## config.mk

```make
export PLATFORM = sky130hd
export DESIGN_NAME = mem_line_master
export DESIGN_NICKNAME = d
export VERILOG_FILES = /design/src/rtl/mem_line_master.sv
export SDC_FILE = /design/constraint.sdc
export NUM_CORES = 1
export LEC_CHECK = 0
export ABC_CLOCK_PERIOD_IN_PS = 15000
export BUFFER_PORTS_ARGS = -buffer_cell sky130_fd_sc_hd__buf_2
export CORE_AREA = 4 4 234 236
export DETAILED_ROUTE_END_ITERATION = 10
export DIE_AREA = 0 0 238 240
export SLEW_MARGIN = 25
export SYNTH_ARGS = -nofsm -noshare
export SYNTH_HDL_FRONTEND = slang
export SYNTH_SLANG_ARGS = --single-unit
```

## constraint.sdc

```tcl
create_clock -name clk -period 15 [get_ports clk]
set_clock_uncertainty 0.05 [all_clocks]
set_input_delay 2.25 -clock clk [delete_from_list [all_inputs] [get_ports clk]]
set_output_delay 2.25 -clock clk [all_outputs]
set_load 0.005 [all_outputs]
```

## src/rtl/mem_line_master.sv

```systemverilog
// Initiator for the 128-bit slow-memory line bus: turns one cache miss request
// into write-back / gap / read transactions. Optional watchdog: MEM_TIMEOUT_EN.
module mem_line_master #(
    parameter int ADDR_W      = 28,
    parameter int LINE_W      = 128,
    parameter int TIMEOUT_CYC = 1023
) (
    input  logic              clk,
    input  logic              rst,
    input  logic              req_valid,
    output logic              req_ready,
    input  logic              req_wb,
    input  logic              req_fill,
    input  logic [ADDR_W-1:0] req_wb_addr,
    input  logic [ADDR_W-1:0] req_addr,
    input  logic [LINE_W-1:0] req_wdata,
    output logic              resp_valid,
    output logic [LINE_W-1:0] resp_rdata,
    output logic              resp_err,
    output logic              mem_read,
    output logic              mem_write,
    output logic [ADDR_W-1:0] mem_addr,
    output logic [LINE_W-1:0] mem_wdata,
    input  logic [LINE_W-1:0] mem_rdata,
    input  logic              mem_ready
);

    typedef enum logic [2:0] {S_IDLE, S_WB, S_GAP, S_RD, S_DONE} state_t;

    localparam logic [9:0] TO_LAST = 10'(TIMEOUT_CYC - 1);

    state_t            state, next_state;
    logic              accept;
    logic              timeout;
    logic              fill_q;
    logic [ADDR_W-1:0] fill_addr_q;

    logic              read_d, write_d, resp_valid_d, resp_err_d;
    logic [ADDR_W-1:0] addr_d;
    logic [LINE_W-1:0] wdata_d, rdata_d;

    // Request handshake: a request transfers on a rising edge where req_valid and
    // req_ready are both 1. req_ready is high only in IDLE; inputs are don't-care after.
    assign req_ready = (state == S_IDLE);
    assign accept    = req_valid & req_ready;

`ifdef MEM_TIMEOUT_EN
    logic [9:0] to_cnt;
    logic       in_bus;

    assign in_bus  = (state == S_WB) || (state == S_RD);
    assign timeout = in_bus && !mem_ready && (to_cnt == TO_LAST);

    // Cleared whenever a bus phase is entered or left, so each phase gets a full budget.
    always_ff @(posedge clk or posedge rst) begin
        if (rst)                               to_cnt <= '0;
        else if (in_bus && next_state == state) to_cnt <= to_cnt + 10'd1;
        else                                   to_cnt <= '0;
    end
`else
    logic unused_timeout_cfg;
    assign unused_timeout_cfg = ^TO_LAST;
    assign timeout            = 1'b0;
`endif

    always_ff @(posedge clk or posedge rst) begin
        if (rst) state <= S_IDLE;
        else     state <= next_state;
    end

    always_comb begin
        next_state = state;
        case (state)
            S_IDLE: begin
                if (accept) begin
                    if (req_wb)        next_state = S_WB;
                    else if (req_fill) next_state = S_RD;
                    else               next_state = S_DONE;
                end
            end
            S_WB: begin
                if (mem_ready)    next_state = fill_q ? S_GAP : S_DONE;
                else if (timeout) next_state = S_DONE;
            end
            S_GAP:  next_state = S_RD;
            S_RD:   if (mem_ready || timeout) next_state = S_DONE;
            S_DONE: next_state = S_IDLE;
            default: next_state = S_IDLE;
        endcase
    end

    // Strobes and response are registered, so they are decoded from next_state.
    always_comb begin
        read_d       = (next_state == S_RD);
        write_d      = (next_state == S_WB);
        resp_valid_d = (next_state == S_DONE);
        resp_err_d   = timeout;
        addr_d       = mem_addr;
        wdata_d      = mem_wdata;
        rdata_d      = resp_rdata;
        if (state == S_IDLE && accept) begin
            if (req_wb) begin
                addr_d  = req_wb_addr;
                wdata_d = req_wdata;
            end else if (req_fill) begin
                addr_d = req_addr;
            end
        end
        if (state == S_GAP) addr_d = fill_addr_q;
        if (state == S_RD && mem_ready) rdata_d = mem_rdata;
    end

    always_ff @(posedge clk or posedge rst) begin
        if (rst) begin
            mem_read   <= 1'b0;
            mem_write  <= 1'b0;
            mem_addr   <= '0;
            mem_wdata  <= '0;
            resp_valid <= 1'b0;
            resp_err   <= 1'b0;
            resp_rdata <= '0;
        end else begin
            mem_read   <= read_d;
            mem_write  <= write_d;
            mem_addr   <= addr_d;
            mem_wdata  <= wdata_d;
            resp_valid <= resp_valid_d;
            resp_err   <= resp_err_d;
            resp_rdata <= rdata_d;
        end
    end

    always_ff @(posedge clk or posedge rst) begin
        if (rst) begin
            fill_q      <= 1'b0;
            fill_addr_q <= '0;
        end else if (accept) begin
            fill_q      <= req_fill;
            fill_addr_q <= req_addr;
        end
    end

endmodule

```

==> reports/summary.txt <==
LOGIC SYNTHESIS
----------------------------------------------------------------------------------
Synthesized net count ...............................................         1075
Cell area after technology mapping ..................................    12800 um2
Fraction of post-synthesis cell area in the top cell type by area ...        62.6%
Library cell with the largest summed area after synthesis ........... sky130_fd_sc_hd__dfrtp_1
Area contributors post-synth ........................................ sky130_fd_sc_hd__dfrtp_1, sky130_fd_sc_hd__mux2_2, sky130_fd_sc_hd__mux2_4
Cell variety after synth ............................................           26
Number of synthesized register bits .................................          319
Share of flip-flops with an asynchronous set or reset ...............         100%
Number of enable-type register cells in the synthesized netlist .....            0
Seq/Total Area, Yosys ...............................................        62.6%
Warnings, synthesis .................................................            0
Mean cell area of the mapped netlist ................................     16.8 um2
Synth Flop Type ..................................................... sky130_fd_sc_hd__dfrtp_1
Post-synthesis cell count ...........................................          757

SETUP PATH
----------------------------------------------------------------------------------
CP Data Required Time ...............................................     15360 ps
Cell family with the largest share of critical-path delay ........... buffers and inverters
Setup Crit Path Kind ................................................    in -> reg
Signal arrival time at the worst endpoint ...........................      4720 ps
Type of element launching the critical path ......................... primary input
Nature of the critical path endpoint ................................     register
Critical Path Slowest Stage Cell .................................... sky130_fd_sc_hd__buf_4
Cells traversed along the worst timing path ......................... buf_2 -> nand2_4 -> buf_4 -> mux2_2
Longest individual stage delay on the worst path ....................       810 ps
Buffers & Inverters on Critical Path ................................            2
Maximum fanout along the worst path .................................           71

CELLS AND AREA
----------------------------------------------------------------------------------
Fraction of layout cells with a size suffix above 1 .................        75.1%
Fraction of the core area covered by cells at the end of the flow ...        33.8%
Most common cell after layout, fill and taps aside .................. sky130_fd_sc_hd__buf_2
Signed area change from the synthesized netlist to the final layout .        38.9%
Multi-input logic area ..............................................     4510 um2
Count of nets after finishing .......................................         1683
Final-layout fill cell count ........................................         5177
Storage element area ................................................     7980 um2
Most frequent cells in the layout ................................... sky130_fd_sc_hd__buf_2, sky130_fd_sc_hd__mux2_2, sky130_fd_sc_hd__dfrtp_1, sky130_fd_sc_hd__mux2_4, sky130_fd_sc_hd__clkbuf_16

JOB
----------------------------------------------------------------------------------
# Max-Cap Violations ................................................            0

CLOCK NETWORK
----------------------------------------------------------------------------------
Clk Tree Root Cell .................................................. sky130_fd_sc_hd__clkbuf_16
Maximum number of buffers from clock root to sink ...................            3
Clock net sink count ................................................          319
Setup fix buffers added after clock tree synthesis ..................            0
Clock transition at the registers of the reported paths .............        60 ps
Post-cts resize count ...............................................            0
Number of buffers inserted during clock tree synthesis ..............           37
Clk_lat worst skew ..................................................       530 ps
Max H-tree Level ....................................................            2
Clock tree from TritonCTS ...........................................          yes
Post-CTS Hold Buffers ...............................................            0

POWER
----------------------------------------------------------------------------------
Static leakage ......................................................      8.75 nW
Power density normalized to cell area ...............................   208 nW/um2
Worst vdd rail ir drop ..............................................   0.000107 V

DRT
----------------------------------------------------------------------------------
Detailed-route wire length per cell .................................      17.7 um
Iteration count of the initial detailed-routing pass ................            4
Detailed Route Iter0 Violations .....................................          200
DR DRC count ........................................................            0
Per-cell via count in the routed design .............................         4.15
Routed Antenna Nets .................................................            0
Total number of vias ................................................         8648
Total Routed Length .................................................      36.9 mm

PLACE
----------------------------------------------------------------------------------
HPWL after detailed placement .......................................      27.7 mm
Final weighted congestion in routability-driven placement ...........        0.820
DP Worst Slack ......................................................     10040 ps
Port bufs ...........................................................          605

STA
----------------------------------------------------------------------------------
Setup repair after global routing missed its margin .................        false
Achievable Freq .....................................................    0.230 GHz
Crit path time final ................................................      4350 ps
Final count of hold timing violations ...............................            0
Headroom to the max-slew limit ......................................        39.9%
Least-Margin Pin Slew ...............................................       901 ps
Period utilization ..................................................        29.0%
Least setup slack across all paths after layout .....................     10650 ps
Total count of max-transition violations in the final report ........            0
Final setup viols ...................................................            0
Total Neg Setup Slack ...............................................         0 ps

GLOBAL ROUTING
----------------------------------------------------------------------------------
Global router's overall resource usage ..............................        12.3%
Number of global-route vias before repair ...........................         9624
Global-route wire length before repair ..............................      55.4 mm
Antenna violations before repair ....................................            4
Pin count of the biggest net entering global routing ................          121
GRT Residual Overflow ...............................................            0

HOLD PATH
----------------------------------------------------------------------------------
Hold Crit Class .....................................................   reg -> reg

FLOORPLANNING
----------------------------------------------------------------------------------
Die area ............................................................    57100 um2
Vertical extent of the die ..........................................       240 um
Std-Cell Core Area ..................................................    52400 um2
Count of pins on the block boundary .................................          607
Floorplan row count .................................................           84
Overall die width ...................................................       238 um
Initial core utilization ............................................        24.3%

STATUS
----------------------------------------------------------------------------------
Result of the run ...................................................    completed

-- sequential cells by signal, summed over array words and instances (netlist names) --
| register | count |
|---|---|
| resp_valid | 1 |
| mem_addr | 28 |
| mem_read | 1 |
| resp_rdata | 128 |
| mem_write | 1 |
| state | 3 |
| fill_addr_q | 28 |
| fill_q | 1 |
| mem_wdata | 128 |
-- layout make-up --
class / count / area share (%)
sequential: 319 / 45.1
multi-input combinational: 392 / 25.4
timing repair buffer: 613 / 17.6
clock buffer: 57 / 6.34
tap: 688 / 4.86
clock inverter: 9 / 0.586
inverter: 2 / 0.0847
antenna: 5 / 0.0706
-- power breakdown --
part | internal, W | total [W] | switching, W
combinational | 0.000754 | 0.00126 | 0.000501
clock | 0.000550 | 0.000903 | 0.000353
sequential | 0.00130 | 0.00153 | 0.000232
total | 0.00260 | 0.00369 | 0.00109
-- Yosys cell counts, types with 2 or more instances --
cell type and instances:
sky130_fd_sc_hd__mux2_2 330, sky130_fd_sc_hd__dfrtp_1 319, sky130_fd_sc_hd__mux2_4 40, sky130_fd_sc_hd__buf_2 31, sky130_fd_sc_hd__buf_4 5, sky130_fd_sc_hd__clkbuf_1 4, sky130_fd_sc_hd__a221oi_1 2, sky130_fd_sc_hd__buf_12 2
sky130_fd_sc_hd__buf_6 2, sky130_fd_sc_hd__inv_1 2, sky130_fd_sc_hd__nand2_1 2, sky130_fd_sc_hd__nand2b_1 2, sky130_fd_sc_hd__nor2b_1 2, sky130_fd_sc_hd__o32ai_1 2
-- logic make-up after synthesis --
logic type             Yosys count  synth area share, %
buffers and inverters           46                 2.18
flip-flops                     319                 62.6
AO/OA/AOI/OAI                    7                0.540
other                            1               0.0294
AND/OR/NAND/NOR                 13                0.736
multiplexers                   371                 33.9
-- stage by stage --
step	total power, W	cell area, um2	hold slack [ps]	std cells
6_report	0.00369	17700	447	2085
2_1_floorplan	0.00220	12800	423	757
5_1_grt	0.00394	17700	464	2083
3_3_place_gp	0.00279	16400	432	2013
3_5_place_dp	0.00283	16400	437	2013
4_1_cts	0.00376	17700	450	2079
-- final timing paths --
check	start	end	slack, ps	cells after the start
setup reg to reg	state[2]	mem_wdata[83]	12130	4
hold reg to reg	resp_rdata[45]	resp_rdata[45]	450	1
hold / removal	resp_rdata[45]	resp_rdata[45]	450	1
setup / recovery	req_wb	mem_wdata[83]	10650	4
max in group asynchronous	rst	mem_wdata[112]	10930	4
min in group asynchronous	rst	resp_rdata[2]	1850	2
-- metal layers --
layer | vias up | wire, um | global-route usage [%]
li1 | 3910 | - | -
met4 | 2 | 1080 | 4.68
met1 | 4291 | 13200 | 13.3
met5 | - | 12 | 0
met3 | 62 | 3520 | 4.45
met2 | 383 | 19200 | 22.0
Power figures use the tool's default switching activity.
